`src/rtl/seg_scan_4digit.sv`:
```
// rtl/seg_scan_4digit.sv - 4-digit multiplexed 7-segment scanner with frame-coherent load
module seg_scan_4digit #(
  parameter int SCAN_DIV    = 50000,
  parameter int DEAD_CYCLES = 100
) (
  input  logic        clk,
  input  logic        rst,
  input  logic [15:0] digits_in,
  input  logic [3:0]  dp_in,
  input  logic        load,
  input  logic        blank_lz,
  output logic [3:0]  an,
  output logic [6:0]  out_7seg,
  output logic        dp
);

  localparam int CW = (SCAN_DIV > 1) ? $clog2(SCAN_DIV) : 1;
  localparam logic [CW-1:0] CNT_LAST = CW'(SCAN_DIV - 1);
  localparam logic [CW-1:0] CNT_DEAD = CW'(DEAD_CYCLES);

  logic [CW-1:0] cnt;
  logic [1:0]    idx;
  logic [19:0]   pending;
  logic [15:0]   act_digits;
  logic [3:0]    act_dp;

  logic          fb;
  logic          slot_off;
  logic [3:0]    cur_digit;
  logic [3:0]    lz;

  function automatic logic [6:0] hex7(input logic [3:0] v);
    case (v)
      4'h0:    hex7 = 7'b0111111;
      4'h1:    hex7 = 7'b0000110;
      4'h2:    hex7 = 7'b1011011;
      4'h3:    hex7 = 7'b1001111;
      4'h4:    hex7 = 7'b1100110;
      4'h5:    hex7 = 7'b1101101;
      4'h6:    hex7 = 7'b1111101;
      4'h7:    hex7 = 7'b0000111;
      4'h8:    hex7 = 7'b1111111;
      4'h9:    hex7 = 7'b1101111;
      4'hA:    hex7 = 7'b1110111;
      4'hB:    hex7 = 7'b1111100;
      4'hC:    hex7 = 7'b0111001;
      4'hD:    hex7 = 7'b1011110;
      4'hE:    hex7 = 7'b1111001;
      default: hex7 = 7'b1110001;
    endcase
  endfunction

  // lz[i]: digit i and every digit above it are zero with no decimal point
  always_comb begin
    lz        = 4'b0000;
    lz[3]     = (act_digits[15:12] == 4'h0) && !act_dp[3];
    lz[2]     = lz[3] && (act_digits[11:8] == 4'h0) && !act_dp[2];
    lz[1]     = lz[2] && (act_digits[7:4] == 4'h0) && !act_dp[1];
    fb        = (cnt == CNT_LAST) && (idx == 2'd3);
    cur_digit = act_digits[{idx, 2'b00} +: 4];
    slot_off  = (cnt < CNT_DEAD) || (blank_lz && lz[idx]);
  end

  always_ff @(posedge clk) begin
    if (!rst) begin
      cnt        <= '0;
      idx        <= 2'd0;
      pending    <= '0;
      act_digits <= '0;
      act_dp     <= '0;
      an         <= 4'b1111;
      out_7seg   <= 7'b0000000;
      dp         <= 1'b0;
    end else begin
      if (cnt == CNT_LAST) begin
        cnt <= '0;
        idx <= idx + 2'd1;
      end else begin
        cnt <= cnt + 1'b1;
      end

      if (load)
        pending <= {digits_in, dp_in};

      // A load landing on the frame boundary goes straight to the display
      if (fb) begin
        if (load)
          {act_digits, act_dp} <= {digits_in, dp_in};
        else
          {act_digits, act_dp} <= pending;
      end

      if (slot_off) begin
        an       <= 4'b1111;
        out_7seg <= 7'b0000000;
        dp       <= 1'b0;
      end else begin
        an       <= ~(4'b0001 << idx);
        out_7seg <= hex7(cur_digit);
        dp       <= act_dp[idx];
      end
    end
  end

endmodule

```
`config.mk`:
```
export PLATFORM = sky130hd
export DESIGN_NAME = seg_scan_4digit
export DESIGN_NICKNAME = d
export VERILOG_FILES = /design/src/rtl/seg_scan_4digit.sv
export SDC_FILE = /design/constraint.sdc
export NUM_CORES = 1
export LEC_CHECK = 0
export BUFFER_PORTS_ARGS = -buffer_cell sky130_fd_sc_hd__buf_2
export CAP_MARGIN = 20
export CORE_MARGIN = 3
export CORE_UTILIZATION = 50
export CTS_CLUSTER_DIAMETER = 200
export DETAILED_ROUTE_END_ITERATION = 10
export PLACE_DENSITY = 0.82
export SETUP_SLACK_MARGIN = 0.5
export SYNTH_ARGS = -nofsm -noshare
export SYNTH_HDL_FRONTEND = slang
export SYNTH_SLANG_ARGS = --single-unit
```
`constraint.sdc`:
```
create_clock -name clk -period 2.2 [get_ports clk]
set_input_delay 0.11 -clock clk [delete_from_list [all_inputs] [get_ports clk]]
set_output_delay 0.11 -clock clk [all_outputs]
set_load 0.01 [all_outputs]
```
==> results.md, run 1 <==
Die:
- The number of standard-cell rows in the floorplan is 28.
- The area of the die is just over 0.007 mm2.
- The effective utilization at floorplan is 52.3%.
- The x dimension of the die is 85.2 um.
- The vertical die dimension is 85.2 um.
- The number of placed I/O pins is 36.
- The core region is 0.00599 mm2.

Placement:
- The quantity of I/O buffers inserted on ports is 35.
- The final weighted congestion in routability-driven placement is 0.864.
- Before CTS, the worst setup slack after placement is 260 ps.
- The total half-perimeter wirelength after legalization and detailed placement is ~4 mm.
- The placed standard-cell area is 0.00335 mm2.

Drt:
- The total number of vias is 2347.
- The routed design has roughly 6.7 mm of wire.
- The count of nets left with antenna violations once routing finished came out at 0.
- The number of search-and-repair iterations in the first detailed-routing pass is 5.
- In this run, the number of DRC markers left after iteration 0 of detailed routing was 217.
- The detailed-route vias per instance is between 5 and 6.
- The average routed wire per standard cell is between 15 and 20 um.
- The DRC violation count after routing is 0.

Worst setup path:
- On the worst path, the slowest cell contributes a delay of 560 ps.
- In this run the worst setup path begins at cnt[13].
- STA classifies the critical path endpoint as a register.
- The endpoint identified for the worst register-to-register timing path is act_digits[12].
- The worst setup path is launched from a register.
- The classification of the worst setup path is register to register.
- The number of cells traversed by the worst register-to-register path is 6.
- The setup slack of the most critical reg-to-reg path is 350 ps.
- In this run the critical register-to-register path is launched from cnt[13].
- The maximum fanout along the worst path is 20.
- Traced cell by cell, the critical path runs through or4_4 > nor2_4 > nand4_4 > buf_12 > and2b_1 > a31o_1.
- Following the worst setup path forward leads to its endpoint at act_digits[12].
- The data arrival at the endpoint of the critical path is 2140 ps.
- The largest individual stage delay along the critical path comes from the cell sky130_fd_sc_hd__or4_4.
- The data required time at the worst endpoint is 2490 ps.

Synthesis:
- The fraction of synthesized cell area taken by the top area cell type is between 40% and 50%.
- The average cell area after synthesis is between 10 and 15 um2.
- For this run, the register share of the synthesized area comes to between 40% and 50%.
- The count of distinct cell types in the synthesized netlist is 44.
- During synthesis, Yosys emitted a total of 0 warnings.
- Synthesis handed over a netlist of 303 instances.
- After synthesis the cells add up to 0.00313 mm2.
- Counting every net in the synthesized netlist gives 339.
- Sorting the synthesized cells by area gives the leading types as sky130_fd_sc_hd__dfxtp_1 (45%), sky130_fd_sc_hd__mux2i_1 (8.3%), sky130_fd_sc_hd__nor2b_1 (6.4%).
- The count of state elements after synthesis is 70.
- sky130_fd_sc_hd__dfxtp_1 takes more of the synthesized area than any other cell.

Status:
- The flow ran to the end, and the final reports show no timing, DRC or antenna violations.

Timing:
- The final count of hold timing violations is 0.
- The final setup violation count is 0.
- The final critical delay including setup and external delays is between 1500 and 2000 ps.
- The max-slew violation count is 0.
- For the final database, setup skew stands at 8.27 ps.
- The setup slack after layout is 348 ps.
- The final period utilization is 84.2%.
- The total negative slack is 0 ps.
- The worst pin sits at a relative slew slack of 60.7%.
- For the pin with the worst max-slew slack, the measured transition is 589 ps.
- The worst hold-check slack is 56.2 ps.
- Static timing analysis puts the maximum clock frequency at 0.540 GHz.
- Setup repair after global routing could not meet its margin everywhere.

Finish:
- 0 antenna diodes ended up in the layout.
- The layout cell share with drive strength beyond 1 is approximately 28%.
- In the final layout, the multi-input gates occupy 0.00172 mm2.
- The layout-stage area growth over the synthesis result is 23.5%.
- At the end of the flow, the number of nets in the layout was 391.
- The filler cells instantiated in the layout total 442.
- In the layout the commonest cells are sky130_fd_sc_hd__dfxtp_1 (66), sky130_fd_sc_hd__buf_2 (35), sky130_fd_sc_hd__nor2b_1 (30).
- The most common cell after layout, fill and taps aside is sky130_fd_sc_hd__dfxtp_1.
- The sequential cell area in the final layout is 0.00141 mm2.
- The final instance area is 0.00387 mm2.

Clock network:
- The clock latency at the later pin of the worst-skew pair is 340 ps.
- For this design, the CTS-stage hold fixing added 0 buffers.
- The number of buffers added by the clock tree synthesis step is 9.
- Clock tree synthesis selected as its root buffer the cell sky130_fd_sc_hd__clkbuf_8.
- The TritonCTS clock tree is done.
- Clock-pin slew was measured on the worst setup and hold paths at 70 ps.
- The clock sink count is 70.
- The level count of the clock H-tree is 3.
- The buffer depth of the longest clock path is 2.

Power:
- The fraction of power consumed by the clock network is roughly 47%.
- After layout, the design draws a total of 0.00266 W.
- Across the VDD grid, the largest voltage drop is around 0.48 mV.
- The power per unit of standard cell area is between 600 and 700 mW/mm2.
- The power dissipated by switching net loads is 0.000539 W.
- The fraction of power consumed by combinational cells is 3.9%.
- The switching fraction of total power is 20.2%.
- The internal portion of total power is ~0.0021 W.
- Sequential cells account for 48.8% of the total power.
- For this design the static power due to leakage is 1.60 nW.

Min path:
- The path category of the worst min-delay check is primary input to register.
- The worst hold path begins at dp_in[3].
- The worst hold path stage count is 3.

Flow run:
- The tool flagged a number of max-cap violations equal to 0.

GRT:
- The first-pass GRT wire length is roughly 10 mm.
- Across every metal layer, demand over resource in global routing totals 18.0%.
- For this run the aggregate overflow at the end of global routing stands at 0.
- The via count of the first global-routing pass is ~2200.
- The largest net degree at the start of global routing is 41.
- The initial antenna violation count came to 0.
==> layer usage <==
metal | vias up | wire length [um] | global-route usage (%) | share of wire, %
met5 | - | 0 | 0 | 0
met4 | 0 | 68 | 8.06 | 1.0
met3 | 6 | 341 | 5.24 | 5.1
met2 | 59 | 3170 | 28.1 | 48
met1 | 1120 | 3080 | 23.0 | 46
li1 | 1162 | - | - | -
==> cells by family after synthesis <==
kind of cell    count (synthesis)  share of synthesized area, %
simple gates                  115                          20.7
xor+xnor                       18                          5.03
fa+ha+maj                      12                          4.79
compound gates                 35                          8.95
mux                            32                          11.9
buf+inv                        21                          3.87
flops                          70                          44.7
==> how the worst min path moves through the flow <==
stage | to | slack, ps
3_5_place_dp | pending[3] | 410
2_1_floorplan | pending[19] | 260
5_1_grt | pending[14] | 80
3_3_place_gp | pending[1] | 410
4_1_cts | pending[3] | 50
6_report | pending[3] | 60
==> synth_stat cells <==
master                     number
sky130_fd_sc_hd__nand2_1       15
sky130_fd_sc_hd__mux4_2         4
sky130_fd_sc_hd__nand3_1        4
sky130_fd_sc_hd__xnor2_1       11
sky130_fd_sc_hd__o22ai_1        2
sky130_fd_sc_hd__a311oi_1       2
sky130_fd_sc_hd__o21ai_0        2
sky130_fd_sc_hd__nand4_1        4
sky130_fd_sc_hd__nand3b_1       1
sky130_fd_sc_hd__dfxtp_1       70
sky130_fd_sc_hd__o211ai_1       1
sky130_fd_sc_hd__inv_1          6
sky130_fd_sc_hd__a21oi_1        2
sky130_fd_sc_hd__a31o_1        20
sky130_fd_sc_hd__a211oi_1       1
sky130_fd_sc_hd__buf_6          1
sky130_fd_sc_hd__nand4b_1       1
sky130_fd_sc_hd__xor2_1         7
sky130_fd_sc_hd__a311o_1        1
sky130_fd_sc_hd__buf_2          7
sky130_fd_sc_hd__nor2_1        27
sky130_fd_sc_hd__and2_0         1
sky130_fd_sc_hd__and2b_1        9
sky130_fd_sc_hd__nor2_4         1
sky130_fd_sc_hd__or2_2          1
sky130_fd_sc_hd__and3_1         5
sky130_fd_sc_hd__buf_4          1
sky130_fd_sc_hd__nor3_1         4
sky130_fd_sc_hd__nor4b_1        1
sky130_fd_sc_hd__mux2_2         2
sky130_fd_sc_hd__o31ai_1        1
sky130_fd_sc_hd__and2_1         2
sky130_fd_sc_hd__nand4_4        1
sky130_fd_sc_hd__and4_1         1
sky130_fd_sc_hd__or4_4          1
sky130_fd_sc_hd__a31oi_1        1
sky130_fd_sc_hd__nor2b_1       32
sky130_fd_sc_hd__ha_1          12
sky130_fd_sc_hd__mux2i_1       26
sky130_fd_sc_hd__a221oi_1       1
sky130_fd_sc_hd__clkbuf_1       4
sky130_fd_sc_hd__nor4_1         4
sky130_fd_sc_hd__a22oi_1        1
sky130_fd_sc_hd__buf_8          2
==> through the flow <==
step / cells / util [%]
2_1_floorplan: 303 / -
3_3_place_gp: 402 / 55.9
3_5_place_dp: 402 / 55.9
4_1_cts: 422 / 61.2
5_1_grt: 435 / 64.6
6_report: 435 / 64.6
==> worst max-delay path: cells and delay by family (launching register included) <==
family	cells	cell delay [ps]
flops	1	330
buf+inv	1	220
simple gates	4	1150
compound gates	1	90
==> sequential cells by signal (all words and copies together) (netlist names) <==
name	count
act_digits	16
act_dp	4
an	4
cnt	16
dp	1
idx	2
out_7seg	7
pending	20
==> power groups by stage <==
stage	sequential (W)	combinational, W	clock, W
3_5_place_dp	0.00133	0.0000997	0
5_1_grt	0.00130	0.000117	0.00134
3_3_place_gp	0.00133	0.0000974	0
4_1_cts	0.00130	0.000103	0.00127
2_1_floorplan	0.00133	0.0000685	0
6_report	0.00130	0.000105	0.00126
==> timing repair <==
action                                  CTS  global route
resized for setup                        12            18
buffers inserted                          3             9
gates cloned                              1             4
endpoints found under the setup margin   43            46
pin swaps                                 1             9
==> layout make-up <==
cell class / instances / share of cell area, %
clock buffers: 10 / 3.56
flip-flops and latches: 70 / 36.5
inverters: 6 / 0.582
repair buffers: 55 / 9.57
well taps: 75 / 2.43
multi-input cells: 213 / 44.6
clock inverters: 6 / 2.81
No activity file was read; power rests on OpenSTA's default activity.
==> run 2, diff against run 1 <==
==> constraint.sdc (replaced) <==
create_clock -name clk -period 1.83 [get_ports clk]
set_input_delay 0.0915 -clock clk [delete_from_list [all_inputs] [get_ports clk]]
set_output_delay 0.0915 -clock clk [all_outputs]
set_load 0.01 [all_outputs]
==> run 2 against run 1 <==
Against the previous run: the run now ends with negative setup slack left; utilization rose by 5.3 points; die area did not move; via count rose by 7.9%; non-clock buffer count rose by 10; final cell count rose by 2.3%; fmax rose by 0.63%; design area rose by 8.2%; routed wire length rose by 18%; largest power group unchanged.
==> results.md, run 2 (synthesis results as in run 1) <==
GRT:
- The first-pass GRT wire length came to 11.3 mm (was 10.5 mm).
- The largest net degree at the start of global routing is 21 (was 41).
- The aggregate global routing overflow is 0 (unchanged).
- The via count of the first global-routing pass is 2373 (was 2218).
- The total routing resource utilization after global routing is 20.0% (was 18.0%).
- The initial antenna violation count is 0 (unchanged).

Placement:
- The placed standard-cell area came to 0.00345 mm2 (was 0.00335 mm2).
- The final weighted congestion in routability-driven placement is 0.891 (was 0.864).
- The total half-perimeter wirelength after legalization and detailed placement came to 4.31 mm (was 4.04 mm).
- The worst setup timing slack at the placement stage is 15.9 ps (was 260 ps).
- The quantity of I/O buffers inserted on ports is 35 (unchanged).

Drt:
- The detailed-route vias per instance is 5.69 (was 5.40).
- The total number of vias is 2533 (was 2347).
- The count of routing violations after the opening detailed-route iteration is 96 (was 217).
- The average routed wire per standard cell is 17.7 um (was 15.3 um).
- The DRC violation count after routing is 0 (unchanged).
- The total wire length is 7.89 mm (was 6.66 mm).
- The met2 layer wire length in the routed design is 4.05 mm (was 3.17 mm).
- The number of routed nets with antenna violations is 0 (unchanged).
- The number of search-and-repair iterations in the first detailed-routing pass came to 4 (was 5).
- The top layer reached by signal wires is met4 (unchanged).
- The detailed-routing wirelength on met1 is 3.23 mm (was 3.08 mm).
- The met3 layer wire length in the routed design is 397 um (was 341 um).

Worst setup path:
- The data required time at the worst endpoint is 2080 ps (was 2490 ps).
- The classification of the worst setup path is register to register (unchanged).
- The startpoint type of the worst setup path is a register (unchanged).
- The setup slack of the most critical reg-to-reg path is -10 ps (was 350 ps).
- The data arrival at the endpoint of the critical path is 2090 ps (was 2140 ps).
- Cells along the critical path: or4_4 > nor2_4 > nand4_4 > buf_12 > clkbuf_16 > a31o_1 (was or4_4 > nor2_4 > nand4_4 > buf_12 > and2b_1 > a31o_1).
- The number of cells traversed by the worst register-to-register path came to 6 (unchanged).
- The family with the most delay on the worst path is simple AND/OR/NAND/NOR gates (unchanged).
- The critical register-to-register path endpoint is act_digits[6] (was act_digits[12]).
- The library cell contributing the largest single delay on the critical path is sky130_fd_sc_hd__or4_4 (unchanged).
- The highest cell delay on the worst timing path is 560 ps (about the same).
- The launching point of the worst reg2reg path is cnt[10] (was cnt[13]).
- The maximum fanout along the worst path came to 5 (was 20).
- The number of buffers and inverters on the critical path came to 2 (was 1).
- The kind of end point of the critical path is a register (unchanged).

Finish:
- The flip-flop count of the largest register after layout is 20 (unchanged).
- The net count reported at finish came to 401 (was 391).
- Most used cells in the layout excluding fill and tap cells: sky130_fd_sc_hd__dfxtp_1 (65), sky130_fd_sc_hd__buf_2 (35), sky130_fd_sc_hd__mux2i_1 (26) (was sky130_fd_sc_hd__dfxtp_1 (66), sky130_fd_sc_hd__buf_2 (35), sky130_fd_sc_hd__nor2b_1 (30)).
- The final instance area is 0.00419 mm2 (was 0.00387 mm2).
- The layout cell share with drive strength beyond 1 is 35.1% (was 28.1%).
- Regs by FF count: pending x20, act_digits x16, cnt x16 (unchanged).
- The most common cell after layout, fill and taps aside is sky130_fd_sc_hd__dfxtp_1 (unchanged).
- The antenna diode instance count is 0 (unchanged).
- The layout-stage area growth over the synthesis result was 33.7% (was 23.5%).
- The register with the most flip-flops is pending (unchanged).

Clock network:
- The level count of the clock H-tree was 3 (unchanged).
- The number of hold-repair buffers added at the cts stage came to 0 (unchanged).
- The TritonCTS clock tree is done (unchanged).
- The clock transition at the registers of the reported paths is 80 ps (was 70 ps).
- The buffer depth of the longest clock path came to 2 (unchanged).
- The clock sink count was 70 (unchanged).
- The number of buffers added by the clock tree synthesis step is 9 (unchanged).
- The clock latency at the later pin of the worst-skew pair is 350 ps (was 340 ps).
- The clock tree root driver cell is sky130_fd_sc_hd__clkbuf_8 (unchanged).

Min path:
- The worst hold path stage count came to 3 (unchanged).
- The worst hold path startpoint is dp_in[3] (unchanged).
- The endpoint with the worst hold slack is pending[3] (unchanged).
- The path category of the worst min-delay check was primary input to register (unchanged).

Timing:
- The final period utilization is 101% (was 84.2%).
- The worst hold-check slack was 31.3 ps (was 56.2 ps).
- The final setup violation count is 4 (was 0).
- The relative slew slack is 60.4% (was 60.7%).
- The clock tree skew after final layout is 7.03 ps (was 8.27 ps).
- The total negative slack is -25.6 ps (was 0 ps).
- The final critical delay including setup and external delays is 1840 ps (was 1850 ps).
- The max-slew violation count is 0 (unchanged).
- RSZ-0062 raised after global routing: yes (unchanged).
- The slew at the pin with the worst max-slew slack is 594 ps (was 589 ps).
- The setup slack after layout was -10.4 ps (was 348 ps).
- The highest attainable clock frequency is 0.543 GHz (was 0.540 GHz).
- The final count of hold timing violations came to 0 (unchanged).

Die:
- The x dimension of the die came to 85.2 um (unchanged).
- The number of placed I/O pins was 36 (unchanged).
- The core box area is 0.00599 mm2 (unchanged).
- The area of the die is 0.00725 mm2 (unchanged).
- The effective utilization at floorplan is 52.3% (unchanged).
- The number of standard-cell rows in the floorplan was 28 (unchanged).
- The vertical die dimension is 85.2 um (unchanged).

Power:
- The overall power after layout is 0.00320 W (was 0.00266 W).
- The highest ir drop seen on vdd is 0.680 mV (was 0.482 mV).
- The power per unit of standard cell area was 763 mW/mm2 (was 688 mW/mm2).
- The static leakage is 1.69 nW (was 1.60 nW).

Status:
- Status: finished with violations (was finished clean).
- The final reports fail on negative setup slack.

Flow run:
- The max-cap check violation count was 0 (unchanged).
==> run 2: tightest hold or removal path, cell delays in order <==
cell and delay (ps):
sky130_fd_sc_hd__buf_2 70, sky130_fd_sc_hd__mux2i_1 50, sky130_fd_sc_hd__nor2b_1 120
==> run 2: final cells by class <==
type                            instances  area (um2)
Clock buffer                           10         128
Clock inverter                          6         110
Fill cell                             408        1800
Inverter                                6        27.5
Multi-Input combinational cell        213        1860
Sequential cell                        70        1410
Tap cell                               75        93.8
Timing Repair Buffer                   65         558
==> run 2: metal layers <==
metal	up-vias	track usage (%)
met1	1223	23.0
met3	25	6.70
met2	91	35.0
li1	1194	-
met5	-	0
met4	0	6.47
==> run 2: worst max-delay path by stage <==
stage / start / to / slack, ps / depth (start not counted)
2_1_floorplan: idx[0] / out_7seg[3] / 40 / 8
3_3_place_gp: idx[0] / out_7seg[3] / 90 / 7
3_5_place_dp: idx[0] / out_7seg[3] / 20 / 7
4_1_cts: idx[0] / out_7seg[3] / 70 / 7
5_1_grt: cnt[10] / act_dp[3] / -70 / 7
6_report: cnt[10] / act_digits[6] / -10 / 6
==> run 2: timing repair <==
action,4_1_cts,5_1_grt
setup buffers,5,8
hold endpoints to repair,0,0
setup endpoints to repair,50,50
resized for setup,19,39
gates cloned,3,4
pin swaps,11,7
==> run 2: stage by stage <==
stage,cells,utilization [%]
after floorplan,303,-
after global placement,409,57.6
after detailed placement,409,57.6
after CTS,433,64.6
after global routing,445,69.9
final,445,69.9
==> run 2: power breakdown <==
part           internal, W  leakage (nW)  switching (W)
registers          0.00155         0.572      0.0000119
logic            0.0000738          1.01      0.0000695
clock network     0.000902         0.112       0.000589
==> run 3, diff against run 2 <==
--- a/config.mk
+++ b/config.mk
@@ -8,10 +8,10 @@
 export BUFFER_PORTS_ARGS = -buffer_cell sky130_fd_sc_hd__buf_2
 export CAP_MARGIN = 20
 export CORE_MARGIN = 3
-export CORE_UTILIZATION = 50
+export CORE_UTILIZATION = 55
 export CTS_CLUSTER_DIAMETER = 200
 export DETAILED_ROUTE_END_ITERATION = 10
-export PLACE_DENSITY = 0.82
+export PLACE_DENSITY = 0.88
 export SETUP_SLACK_MARGIN = 0.5
 export SYNTH_ARGS = -nofsm -noshare
 export SYNTH_HDL_FRONTEND = slang
==> run 3 against run 2 <==
Against the previous run: the run still ends with negative setup slack left; utilization rose by 5.1 points; total power fell by 7.4%; worst hold slack improved by 14 ps; flip-flop and latch count did not move; first-iteration DRC count rose by 25%; design area fell by 5.0%; sequential power barely moved; clock skew rose by 2.3 ps.
==> results.md, run 3 (synthesis results as in run 1) <==
Timing:
- The final critical delay including setup and external delays came to 1850 ps (was 1840 ps).
- The clock tree skew after final layout was 9.37 ps (was 7.03 ps).
- The setup slack after layout was -16.6 ps (was -10.4 ps).
- RSZ-0062 raised after global routing: yes (unchanged).
- The final setup violation count is 1 (was 4).
- The final count of hold timing violations is 0 (unchanged).
- The total negative slack is -16.6 ps (was -25.6 ps).
- The relative slew slack is 56.8% (was 60.4%).
- The highest attainable clock frequency is 0.542 GHz (was 0.543 GHz).
- The max-slew violation count is 0 (unchanged).
- The slew at the pin with the worst max-slew slack is 649 ps (was 594 ps).
- The final period utilization is 101% (about the same).

Power:
- The highest ir drop seen on vdd is 0.568 mV (was 0.680 mV).
- The power per unit of standard cell area is 744 mW/mm2 (was 763 mW/mm2).
- The overall power after layout was 0.00296 W (was 0.00320 W).
- The static leakage is 1.59 nW (was 1.69 nW).

Placement:
- The final weighted congestion in routability-driven placement was 0.851 (was 0.891).
- The worst setup timing slack at the placement stage is 35.0 ps (was 15.9 ps).
- The quantity of I/O buffers inserted on ports is 35 (unchanged).
- The placed standard-cell area came to 0.00344 mm2 (was 0.00345 mm2).
- The total half-perimeter wirelength after legalization and detailed placement is 4.22 mm (was 4.31 mm).

Finish:
- Regs by FF count: pending x20, act_digits x16, cnt x16 (unchanged).
- The layout-stage area growth over the synthesis result is 26.9% (was 33.7%).
- The final standard cell utilization of the core is 75.0% (was 69.9%).
- The antenna diode instance count is 0 (unchanged).
- The final instance area is 0.00398 mm2 (was 0.00419 mm2).
- The layout cell share with drive strength beyond 1 is 34.6% (was 35.1%).
- The register with the most flip-flops is pending (unchanged).
- The net count reported at finish was 395 (was 401).
- The most common cell after layout, fill and taps aside is sky130_fd_sc_hd__dfxtp_1 (unchanged).
- Most used cells in the layout excluding fill and tap cells: sky130_fd_sc_hd__dfxtp_1 (62), sky130_fd_sc_hd__buf_2 (35), sky130_fd_sc_hd__nor2b_1 (32) (was sky130_fd_sc_hd__dfxtp_1 (65), sky130_fd_sc_hd__buf_2 (35), sky130_fd_sc_hd__mux2i_1 (26)).
- The flip-flop count of the largest register after layout is 20 (unchanged).

Clock network:
- The clock sink count is 70 (unchanged).
- The buffer depth of the longest clock path is 2 (unchanged).
- The clock transition at the registers of the reported paths is 80 ps (about the same).
- The clock tree root driver cell is sky130_fd_sc_hd__clkbuf_8 (unchanged).
- The clock latency at the later pin of the worst-skew pair is 350 ps (about the same).
- The level count of the clock H-tree came to 3 (unchanged).
- The TritonCTS clock tree is done (unchanged).
- The number of buffers added by the clock tree synthesis step is 9 (unchanged).
- The number of hold-repair buffers added at the cts stage is 0 (unchanged).

Worst setup path:
- The startpoint type of the worst setup path was a register (unchanged).
- The data arrival at the endpoint of the critical path is 2110 ps (was 2090 ps).
- The kind of end point of the critical path is a register (unchanged).
- The classification of the worst setup path is register to register (unchanged).
- The maximum fanout along the worst path was 4 (was 5).
- The data required time at the worst endpoint is 2090 ps (was 2080 ps).

GRT:
- The initial antenna violation count was 0 (unchanged).
- The largest net degree at the start of global routing is 41 (was 21).
- The first-pass GRT wire length came to 11.0 mm (was 11.3 mm).
- The via count of the first global-routing pass was 2337 (was 2373).
- The met1 usage in global routing is 27.4% (was 23.0%).
- The met2 track demand over resource is 34.1% (was 35.0%).
- The total routing resource utilization after global routing was 21.6% (was 20.0%).
- The routing usage on met3 came to 7.02% (was 6.70%).
- The global-route layer with the greatest usage is met2 (unchanged).
- The aggregate global routing overflow is 0 (unchanged).

Die:
- The area of the die is 0.00664 mm2 (was 0.00725 mm2).
- The vertical die dimension came to 81.5 um (was 85.2 um).
- The number of standard-cell rows in the floorplan was 26 (was 28).
- The number of placed I/O pins is 36 (unchanged).
- The core box area is 0.00530 mm2 (was 0.00599 mm2).
- The x dimension of the die came to 81.5 um (was 85.2 um).
- The effective utilization at floorplan is 59.1% (was 52.3%).

Drt:
- The DRC violation count after routing is 0 (unchanged).
- The number of search-and-repair iterations in the first detailed-routing pass was 4 (unchanged).
- The total wire length is 7.57 mm (was 7.89 mm).
- The average routed wire per standard cell is 17.4 um (was 17.7 um).
- The total number of vias is 2440 (was 2533).
- The number of routed nets with antenna violations came to 0 (unchanged).
- The detailed-route vias per instance is 5.62 (was 5.69).
- The count of routing violations after the opening detailed-route iteration is 120 (was 96).

Status:
- Status: finished with violations (unchanged).
- Failing checks: negative setup slack (unchanged).

Flow run:
- The max-cap check violation count is 0 (unchanged).

Min path:
- The path category of the worst min-delay check is primary input to register (unchanged).
run 3: cell types whose count changed in the layout (fill, tap and decap cells not counted), sizes merged:
| cell | delta |
|---|---|
| clkinv | +1 |
| bufinv | -2 |
| buf | -3 |
| clkbuf | -2 |
run 3: final cells by class:
class,instances,area (um2)
tap,70,87.6
clock inverter,5,58.8
clock buffer,11,141
sequential,70,1420
inverter,6,27.5
timing repair buffer,59,432
fill,341,1330
multi-input combinational,213,1810
run 3: worst paths after layout:
path / to / startpoint / slack, ps / cells past startpoint
max reg2reg: out_7seg[0] / idx[0] / -20 / 7
max: out_7seg[0] / idx[0] / -20 / 7
min reg2reg: cnt[0] / cnt[0] / 460 / 1
min: pending[13] / digits_in[9] / 50 / 3
run 3: where the power goes:
| group | internal, W | total (W) | switching, W |
|---|---|---|---|
| clock network | 0.000667 | 0.00126 | 0.000595 |
| logic | 0.0000662 | 0.000136 | 0.0000701 |
| registers | 0.00155 | 0.00156 | 0.0000116 |
run 3: per-stage QoR:
| stage | std cells | hold slack [ps] |
|---|---|---|
| global placement | 403 | 393 |
| finish | 434 | 45.6 |
| floorplan | 303 | 246 |
| global route | 434 | 68.2 |
| CTS | 424 | 37.6 |
| detailed placement | 403 | 403 |
run 3: timing repair:
item / 4_1_cts / 5_1_grt
buffers inserted: 4 / 7
cloned: 1 / 3
resized for setup: 21 / 31
pin swaps: 13 / 9
hold endpoints to repair: 0 / 0
setup endpoints to repair: 50 / 50
run 3: worst max-delay path, stage by stage, from the launching register on:
cell,delay (ps)
sky130_fd_sc_hd__dfxtp_4,370
sky130_fd_sc_hd__buf_4,150
sky130_fd_sc_hd__buf_6,120
sky130_fd_sc_hd__and2_0,140
sky130_fd_sc_hd__a31oi_1,240
sky130_fd_sc_hd__a21oi_2,160
sky130_fd_sc_hd__a311o_1,390
sky130_fd_sc_hd__a221oi_2,190
run 3: layer usage:
layer | part of all wire (%) | wire (um)
met3 | 4.6 | 345
met4 | 2.9 | 222
met2 | 49 | 3700
met1 | 44 | 3310
met5 | 0 | 0
